### config.mk
export PLATFORM = sky130hd
export DESIGN_NAME = serial2parallel
export DESIGN_NICKNAME = d
export VERILOG_FILES = /design/src/rtl/s2p_pkg.sv /design/src/rtl/s2p_out_hold.sv /design/src/rtl/serial2parallel.sv
export SDC_FILE = /design/constraint.sdc
export NUM_CORES = 1
export LEC_CHECK = 0
export ABC_CLOCK_PERIOD_IN_PS = 1100
export CAP_MARGIN = 0
export CORE_ASPECT_RATIO = 1.25
export CORE_MARGIN = 10
export CORE_UTILIZATION = 40
export CTS_CLUSTER_DIAMETER = 60
export DETAILED_ROUTE_END_ITERATION = 6
export PLACE_DENSITY_LB_ADDON = 0.08
export SYNTH_ARGS = -nofsm -noshare
export SYNTH_HDL_FRONTEND = slang
export SYNTH_SLANG_ARGS = --single-unit
### constraint.sdc
create_clock -name clk -period 1.1 [get_ports clk]
set_input_delay 0.22 -clock clk [delete_from_list [all_inputs] [get_ports clk]]
set_output_delay 0.22 -clock clk [all_outputs]
set_load 0.01 [all_outputs]
### src/rtl/s2p_pkg.sv
// Shared types and helpers for the serial-to-parallel receiver.
package s2p_pkg;

  typedef enum logic [0:0] {
    IDLE  = 1'b0,
    SHIFT = 1'b1
  } state_t;

  // Ceiling log2 with a floor of 1 so a counter is never zero bits wide.
  function automatic int clog2(input int value);
    int r;
    r = 1;
    for (int i = 1; i < 32; i++) begin
      if ((32'd1 << i) < value) begin
        r = i + 1;
      end
    end
    return r;
  endfunction

endpackage

### src/rtl/s2p_out_hold.sv
// Output word register with valid/ready handshake and sticky overrun detection.
module s2p_out_hold
  import s2p_pkg::*;
#(
  parameter int WIDTH = 4
) (
  input  logic             clk,
  input  logic             rst_,
  input  logic             load,
  input  logic [WIDTH-1:0] word,
  input  logic             dout_rdy,
  input  logic             clr_err,
  output logic [WIDTH-1:0] dout,
  output logic             dout_vld,
  output logic             ovf
);

  logic [WIDTH-1:0] dout_r;
  logic             dout_vld_r;
  logic             ovf_r;
  logic             room_s;
  logic             ovf_evt_s;

  // A slot is free when nothing is held or the held word leaves this edge.
  always_comb begin
    room_s    = 1'b0;
    ovf_evt_s = 1'b0;
    if (!dout_vld_r || dout_rdy) begin
      room_s = 1'b1;
    end else begin
      room_s = 1'b0;
    end
    if (load && !room_s) begin
      ovf_evt_s = 1'b1;
    end else begin
      ovf_evt_s = 1'b0;
    end
  end

  // Held word, valid flag and sticky overrun; a new overrun beats clr_err.
  always_ff @(posedge clk or negedge rst_) begin
    if (!rst_) begin
      dout_r     <= {WIDTH{1'b0}};
      dout_vld_r <= 1'b0;
      ovf_r      <= 1'b0;
    end else begin
      if (load && room_s) begin
        dout_r     <= word;
        dout_vld_r <= 1'b1;
      end else if (dout_vld_r && dout_rdy) begin
        dout_vld_r <= 1'b0;
      end else begin
        dout_vld_r <= dout_vld_r;
      end
      if (ovf_evt_s) begin
        ovf_r <= 1'b1;
      end else if (clr_err) begin
        ovf_r <= 1'b0;
      end else begin
        ovf_r <= ovf_r;
      end
    end
  end

  assign dout     = dout_r;
  assign dout_vld = dout_vld_r;
  assign ovf      = ovf_r;

endmodule

### src/rtl/serial2parallel.sv
// Deserializer: assembles strobed serial bits into WIDTH-bit words and hands
// them to a registered valid/ready output, flagging overrun and framing errors.
module serial2parallel
  import s2p_pkg::*;
#(
  parameter int WIDTH     = 4,
  parameter int LSB_FIRST = 1,
  parameter int CONT      = 1
) (
  input  logic             clk,
  input  logic             rst_,
  input  logic             sin,
  input  logic             sin_vld,
  input  logic             sof,
  output logic [WIDTH-1:0] dout,
  output logic             dout_vld,
  input  logic             dout_rdy,
  output logic             busy,
  output logic             ovf,
  output logic             frm_err,
  input  logic             clr_err
);

  localparam int                CNT_W = clog2(WIDTH);
  localparam logic [CNT_W-1:0]  LAST  = CNT_W'(WIDTH - 1);

  state_t           state_r;
  state_t           state_nxt_s;
  logic [CNT_W-1:0] cnt_r;
  logic [CNT_W-1:0] cnt_nxt_s;
  logic [CNT_W-1:0] idx_s;
  logic [CNT_W-1:0] pos_s;
  logic [WIDTH-1:0] shreg_r;
  logic [WIDTH-1:0] word_s;
  logic             busy_r;
  logic             frm_err_r;
  logic             take_s;
  logic             restart_s;
  logic             frm_evt_s;
  logic             complete_s;

  // Decide whether this cycle's bit is captured, and whether it opens a new word.
  always_comb begin
    take_s    = 1'b0;
    restart_s = 1'b0;
    frm_evt_s = 1'b0;
    case (state_r)
      IDLE: begin
        // Only reachable with CONT=0 or before the first word, so sof is required.
        if (sin_vld && sof) begin
          take_s    = 1'b1;
          restart_s = 1'b1;
        end else begin
          take_s    = 1'b0;
        end
      end
      SHIFT: begin
        if (sin_vld) begin
          take_s    = 1'b1;
          restart_s = sof;
          frm_evt_s = sof && (cnt_r != {CNT_W{1'b0}});
        end else begin
          take_s    = 1'b0;
        end
      end
      default: begin
        take_s    = 1'b0;
        restart_s = 1'b0;
        frm_evt_s = 1'b0;
      end
    endcase
  end

  // Place the bit, advance the counter and pick the next state.
  always_comb begin
    idx_s       = restart_s ? {CNT_W{1'b0}} : cnt_r;
    pos_s       = (LSB_FIRST != 0) ? idx_s : (LAST - idx_s);
    word_s      = restart_s ? {WIDTH{1'b0}} : shreg_r;
    word_s[pos_s] = sin;
    complete_s  = take_s && (idx_s == LAST);
    cnt_nxt_s   = cnt_r;
    state_nxt_s = state_r;
    if (take_s) begin
      cnt_nxt_s   = complete_s ? {CNT_W{1'b0}} : (idx_s + CNT_W'(1));
      state_nxt_s = (complete_s && (CONT == 0)) ? IDLE : SHIFT;
    end else begin
      cnt_nxt_s   = cnt_r;
      state_nxt_s = state_r;
    end
  end

  // FSM, counter, shift register, busy and sticky framing error.
  always_ff @(posedge clk or negedge rst_) begin
    if (!rst_) begin
      state_r   <= IDLE;
      cnt_r     <= {CNT_W{1'b0}};
      shreg_r   <= {WIDTH{1'b0}};
      busy_r    <= 1'b0;
      frm_err_r <= 1'b0;
    end else begin
      state_r <= state_nxt_s;
      cnt_r   <= cnt_nxt_s;
      busy_r  <= (cnt_nxt_s != {CNT_W{1'b0}});
      if (take_s) begin
        shreg_r <= word_s;
      end else begin
        shreg_r <= shreg_r;
      end
      if (frm_evt_s) begin
        frm_err_r <= 1'b1;
      end else if (clr_err) begin
        frm_err_r <= 1'b0;
      end else begin
        frm_err_r <= frm_err_r;
      end
    end
  end

  s2p_out_hold #(
    .WIDTH (WIDTH)
  ) u_out_hold (
    .clk      (clk),
    .rst_     (rst_),
    .load     (complete_s),
    .word     (word_s),
    .dout_rdy (dout_rdy),
    .clr_err  (clr_err),
    .dout     (dout),
    .dout_vld (dout_vld),
    .ovf      (ovf)
  );

  assign busy    = busy_r;
  assign frm_err = frm_err_r;

endmodule

**Word level (Yosys, flattened, before mapping)**

Index checks and enable logic that the tools add are counted.

- Memories kept: 0
- RAM bits: 0
- ROM bits: 0
- Word-level logic and storage cells: 49
- Output and inout port bits: 8
- Bits in latches: 0
- Input bits: 7
- Flip-flop bits (word level): 15

- Multiply operators: 0
- Shifts and indexed selects: 0
- Equal/unequal tests: 1
- $add $sub $neg: 1
- Div/mod/pow operators: 0
- Bitwise gates (word level): 1
- Reduce and logical (&&, ||, !) cells: 15
- Order comparisons: 2
- Multiplexer cells: 21

Operators by type and width:

| cell | count |
|---|---|
| 2-to-1 mux 1 bit | 13 |
| nonzero test 2 bit | 5 |
| logical AND 1 bit | 7 |
| 2-to-1 mux 2 bit | 3 |
| bitwise mux 4 bit | 1 |
| 2-to-1 mux 4 bit | 1 |
| one-hot mux 1 bit (2 select lines) | 2 |
| less-than comparator 2 x 3 -> 1 bit (second input constant) | 1 |
| adder 2 x 1 -> 2 bit (second input constant) | 1 |
| demux 1 bit (select 2 bit) | 1 |
| equality test 2 bit (second input constant) | 1 |
| >= comparator 2 x 1 -> 1 bit (second input constant) | 1 |
| zero test 1 bit | 2 |
| logical OR 1 bit | 1 |
| NOT 1 bit | 1 |

**Depth between registers and ports, before layout**

- Word-level depth: 9
- Gate-level depth with buffers: 7
- Mapped depth without buffers: 7

**Cells and area by module**

A second synthesis with hierarchy kept.

- Cell total of the unflattened synthesis: 70
- Area total of the unflattened synthesis: 752.0 um^2

Modules (own cells, without submodules):

| module | sequential area each (um^2) | instances | cells each | area an instance (um^2) |
|---|---|---|---|---|
| serial2parallel | 225.2 | 1 | 54 | 499.2 |
| s2p_out_hold | 150.1 | 1 | 16 | 252.7 |

**Least setup slack after synthesis**

Ideal clock, no wire load.

- Kind: flip-flop to flip-flop
- From: reg cnt_r[0]
- To: reg shreg_r[1]
- Required time: 0.972 ns
- Period minus slack after synthesis: 1.186 ns
- Stages on the path, launching flop included: 7
- Arrival time: 1.059 ns
- Slack: -0.086 ns
- Setup time: 0.128 ns
- Path buffers: 1
- Cell sequence: dfrtp_1 > buf_6 > nand2_1 > inv_1 > ha_1 > a22oi_1 > o21ai_0

- Word-level cells in the longest chain between the ends: 6
- Elaborated cells on any way between the ends: 7
- Those cells by class: order compare (2); mux (4); reduce/logical (1)

Ends and longest elaborated chain:

| element | line | text |
|---|---|---|
| start, declared | serial2parallel.sv:29 | `logic [CNT_W-1:0] cnt_r;` |
| start signal, assigned | serial2parallel.sv:96 | `cnt_r <= {CNT_W{1'b0}};` |
| start signal, assigned | serial2parallel.sv:102 | `cnt_r <= cnt_nxt_s;` |
| 2-to-1 mux 2 bit * | serial2parallel.sv:76 | `idx_s = restart_s ? {CNT_W{1'b0}} : cnt_r;` |
| less-than comparator 2 x 3 -> 1 bit (not written as such) / >= comparator 2 x 1 -> 1 bit (equally long branches) | serial2parallel.sv:79 | `word_s[pos_s] = sin;` |
| logical AND 1 bit (not written as such) | serial2parallel.sv:79 |  |
| 2-to-1 mux 1 bit (not written as such) | serial2parallel.sv:79 |  |
| demux 1 bit (select 2 bit) * | serial2parallel.sv:79 |  |
| bitwise mux 4 bit * | serial2parallel.sv:79 |  |
| end signal, assigned | serial2parallel.sv:97 | `shreg_r <= {WIDTH{1'b0}};` |
| end signal, assigned | serial2parallel.sv:105 | `shreg_r <= word_s;` |
| end signal, assigned | serial2parallel.sv:107 | `shreg_r <= shreg_r;` |
| end, declared | serial2parallel.sv:33 | `logic [WIDTH-1:0] shreg_r;` |

Mark *: on every way between the ends. The rest lies on a longest branch, timed or not.
A chain may end at the register's enable or synchronous reset.

**Worst setup path after layout**

- From: reg cnt_r[0]
- To: reg u_out_hold.dout_r[0] (netlist: u_out_hold.dout[0])

- Word-level cells in the longest chain between the ends: 6
- Elaborated cells on any way between the ends: 10
- Those cells by class: order compare (2); eq/ne (1); mux (4); reduce/logical (3)

Ends and longest elaborated chain:

| element | line | text |
|---|---|---|
| 2-to-1 mux 2 bit * | serial2parallel.sv:76 |  |
| less-than comparator 2 x 3 -> 1 bit (not written as such) / >= comparator 2 x 1 -> 1 bit (equally long branches) | serial2parallel.sv:79 |  |
| logical AND 1 bit (not written as such) | serial2parallel.sv:79 |  |
| 2-to-1 mux 1 bit (not written as such) | serial2parallel.sv:79 |  |
| demux 1 bit (select 2 bit) | serial2parallel.sv:79 |  |
| bitwise mux 4 bit | serial2parallel.sv:79 |  |
| end signal, assigned | s2p_out_hold.sv:43 | `dout_r <= {WIDTH{1'b0}};` |
| end signal, assigned | s2p_out_hold.sv:48 | `dout_r <= word;` |
| end, declared | s2p_out_hold.sv:18 | `logic [WIDTH-1:0] dout_r;` |

Marks and branches as above.

==> reports/results.ini <==
[clocking]
path_clk_slew_ns=0.09
cts.sinks=15
htree_num_levels=1
ctsRootBufferMaster=clkbuf_4
clk_latency_ns=0.29
tritoncts=yes
cts_buffers=3
clock_path_buffers=2
holdBufCountCts=0

[final_layout]
nets=111
area.growth.synth_to_final_pct=47.0
layout-drive-gt1-share=0.545
num_antenna_cells=0
layout_common_cells=buf_4, dfrtp_1, buf_2
fin_area_mm2=0.00107
mostFrequentLayoutCell=buf_4

[floorplanning]
die_h_um=67.7
rows=17
die_width_um=58.2
core_area_mm2=0.00174
boundaryPins=15
initial_utilization=0.418
die-area_mm2=0.00394

[critical_path]
slowest_delay_ns=0.45
critPathSlowestCell=dfrtp_2
path_cells=a2bb2oi_2 > mux2i_2 > mux2i_1
critPathMaxFanout=6
endpoint_kind=register
worstPathRequired_ns=1.28
arrival_ns=1.33
cp-start-kind=register
critPathKind=register to register

[power]
p_int_uw=1200
sw_frac_of_total=0.338
p_comb_frac=0.393
cellPowerDensity_mw_per_mm2=1700
power_uw=1820
p_sw_uw=615
leakage_uw=0.000518
vdd_drop_max_uv=1040
power.share.clock=0.180
seq_power_share=0.428

[sta]
rsz0062_at_grt=true
layout_min_cycle_time_ns=1.15
setup_viol=6
fin_worst_skew_ns=0.00390
finalWorstSetupSlack_ns=-0.0515
tightest_slew_ns=0.226
drv_slew=0
max_freq_mhz=868
hold_viol=0
relSlewSlack=0.846
fin_crit_sh=1.05

[global_route]
antenna_found_initial=0
grt_pass1_wl_um=2890
grt_usage=0.0941
grt_overflow_total=0
grt_pass1_vias=667
grt_max_degree=16

[routing]
routedWlPerCell_um=13.9
drt-total-wl_um=1670
antenna_left=0
drtIter0Drc=6
routed-via-count=593
dr.pass1.iters=4
vias_per_cell=4.94
drcViolationCount=0

[placed_design]
portBuffers=14
place.gp.congestion=0.727
dp_hpwl_um=1220
place_area_um2=988

[logic_synthesis]
syn_area_per_cell_um2=10.6
syn-num-nets=78
synthArstFlopShare=1.00
ys_seq_area_frac=0.515
synthDistinctLibCells=22
synth_enable_flop_cells=0
ys_ff_latch=15
syn-cell-area_um2=729
synth_cells=69
synthFlopType=dfrtp_1
yosys_warnings=0

[hold_path]
min_path_type=input port to asynchronous set/reset pin

[job]
drv_cap=0

[run_status]
outcome=complete, but fails checks
failed_checks=setup timing

## path summary, 6_finish.rpt
| kind | from | to | slack [ns] | cells past startpoint |
|---|---|---|---|---|
| max reg2reg | cnt_r[0]$_DFF_PN0_ | u_out_hold.dout[0]$_DFFE_PN0P_ | -0.05 | 3 |
| max | cnt_r[0]$_DFF_PN0_ | u_out_hold.dout[0]$_DFFE_PN0P_ | -0.05 | 3 |
| min | rst_ | state_r$_DFFE_PN0N_ | 0.23 | 2 |
| min reg2reg | shreg_r[3]$_DFFE_PN0N_ | shreg_r[3]$_DFFE_PN0N_ | 0.49 | 2 |
| min in group clk | sof | cnt_r[0]$_DFF_PN0_ | 0.44 | 3 |
| max in group asynchronous | rst_ | cnt_r[1]$_DFF_PN0_ | 0.68 | 2 |
## worst max-delay path: cells and delay by family (launching register included)
family | cells | cell delay [ns]
AOI/OAI and AO/OA | 1 | 0.19
DFF | 1 | 0.45
muxes | 2 | 0.40
## power groups by stage
stage | sequential (uW) | clock [uW] | combinational (uW)
final | 778 | 327 | 714
after global routing | 801 | 359 | 791
after CTS | 775 | 342 | 644
after detailed placement | 787 | 0 | 664
after global placement | 782 | 0 | 655
after floorplan | 798 | 0 | 340
## routing by layer
layer | wire (um) | vias to the layer above | GRT usage | part of all wire
li1 | - | 297 | - | -
met2 | 816 | 13 | 0.156 | 0.49
met1 | 695 | 278 | 0.0990 | 0.42
met3 | 109 | 5 | 0.0281 | 0.065
met5 | 0 | - | 0 | 0
met4 | 44 | 0 | 0.0706 | 0.026
## synth_stat cells (all sizes together) (2+ instances only)
master | n | share of area
o22ai | 2 | 0.017
o21ai | 8 | 0.055
inv | 8 | 0.041
nand3 | 2 | 0.031
buf | 3 | 0.038
nand2 | 10 | 0.051
a22oi | 3 | 0.031
dfrtp | 15 | 0.51
nor2b | 2 | 0.017
mux2i | 5 | 0.069
ha | 2 | 0.034
## kinds of logic after synthesis
kind of cell,count (synthesis),share of synthesized area
flip-flops,15,0.515
multiplexers,5,0.0686
AO/OA/AOI/OAI,17,0.149
adder cells (fa/ha/maj),2,0.0343
buffers and inverters,11,0.0789
AND/OR/NAND/NOR,19,0.154
## cell type report
class | count | area, um^2
clock buffer | 3 | 22.5
clock inverter | 1 | 5.00
fill | 146 | 672
inverter | 8 | 32.5
multi-input combinational | 43 | 387
sequential | 15 | 379
tap | 19 | 23.8
timing repair buffer | 31 | 223
## per-stage QoR
stage	hold WS, ns	TNS (ns)	setup WS [ns]	instances	util
floorplan	-0.0756	-0.0433	-0.0168	69	-
global placement	0.462	-5.07	-0.482	111	0.567
detailed placement	0.468	-5.22	-0.486	111	0.567
CTS	0.239	-0.425	-0.0921	119	0.584
global route	0.250	-0.615	-0.121	120	0.615
finish	0.232	-0.219	-0.0515	120	0.615
## what timing repair did
action,4_1_cts,5_1_grt
gates cloned,0,1
pin swaps,6,8
gates resized for setup,39,18
buffers inserted,4,0
setup endpoints to repair,20,12
## flip-flops by register name (all words and copies together), names as in the netlist
name,count
u_out_hold.dout,4
shreg_r,4
frm_err,1
u_out_hold.dout_vld,1
state_r,1
busy,1
cnt_r,2
u_out_hold.ovf,1
Note: power is estimated with default switching activity, not from simulation.
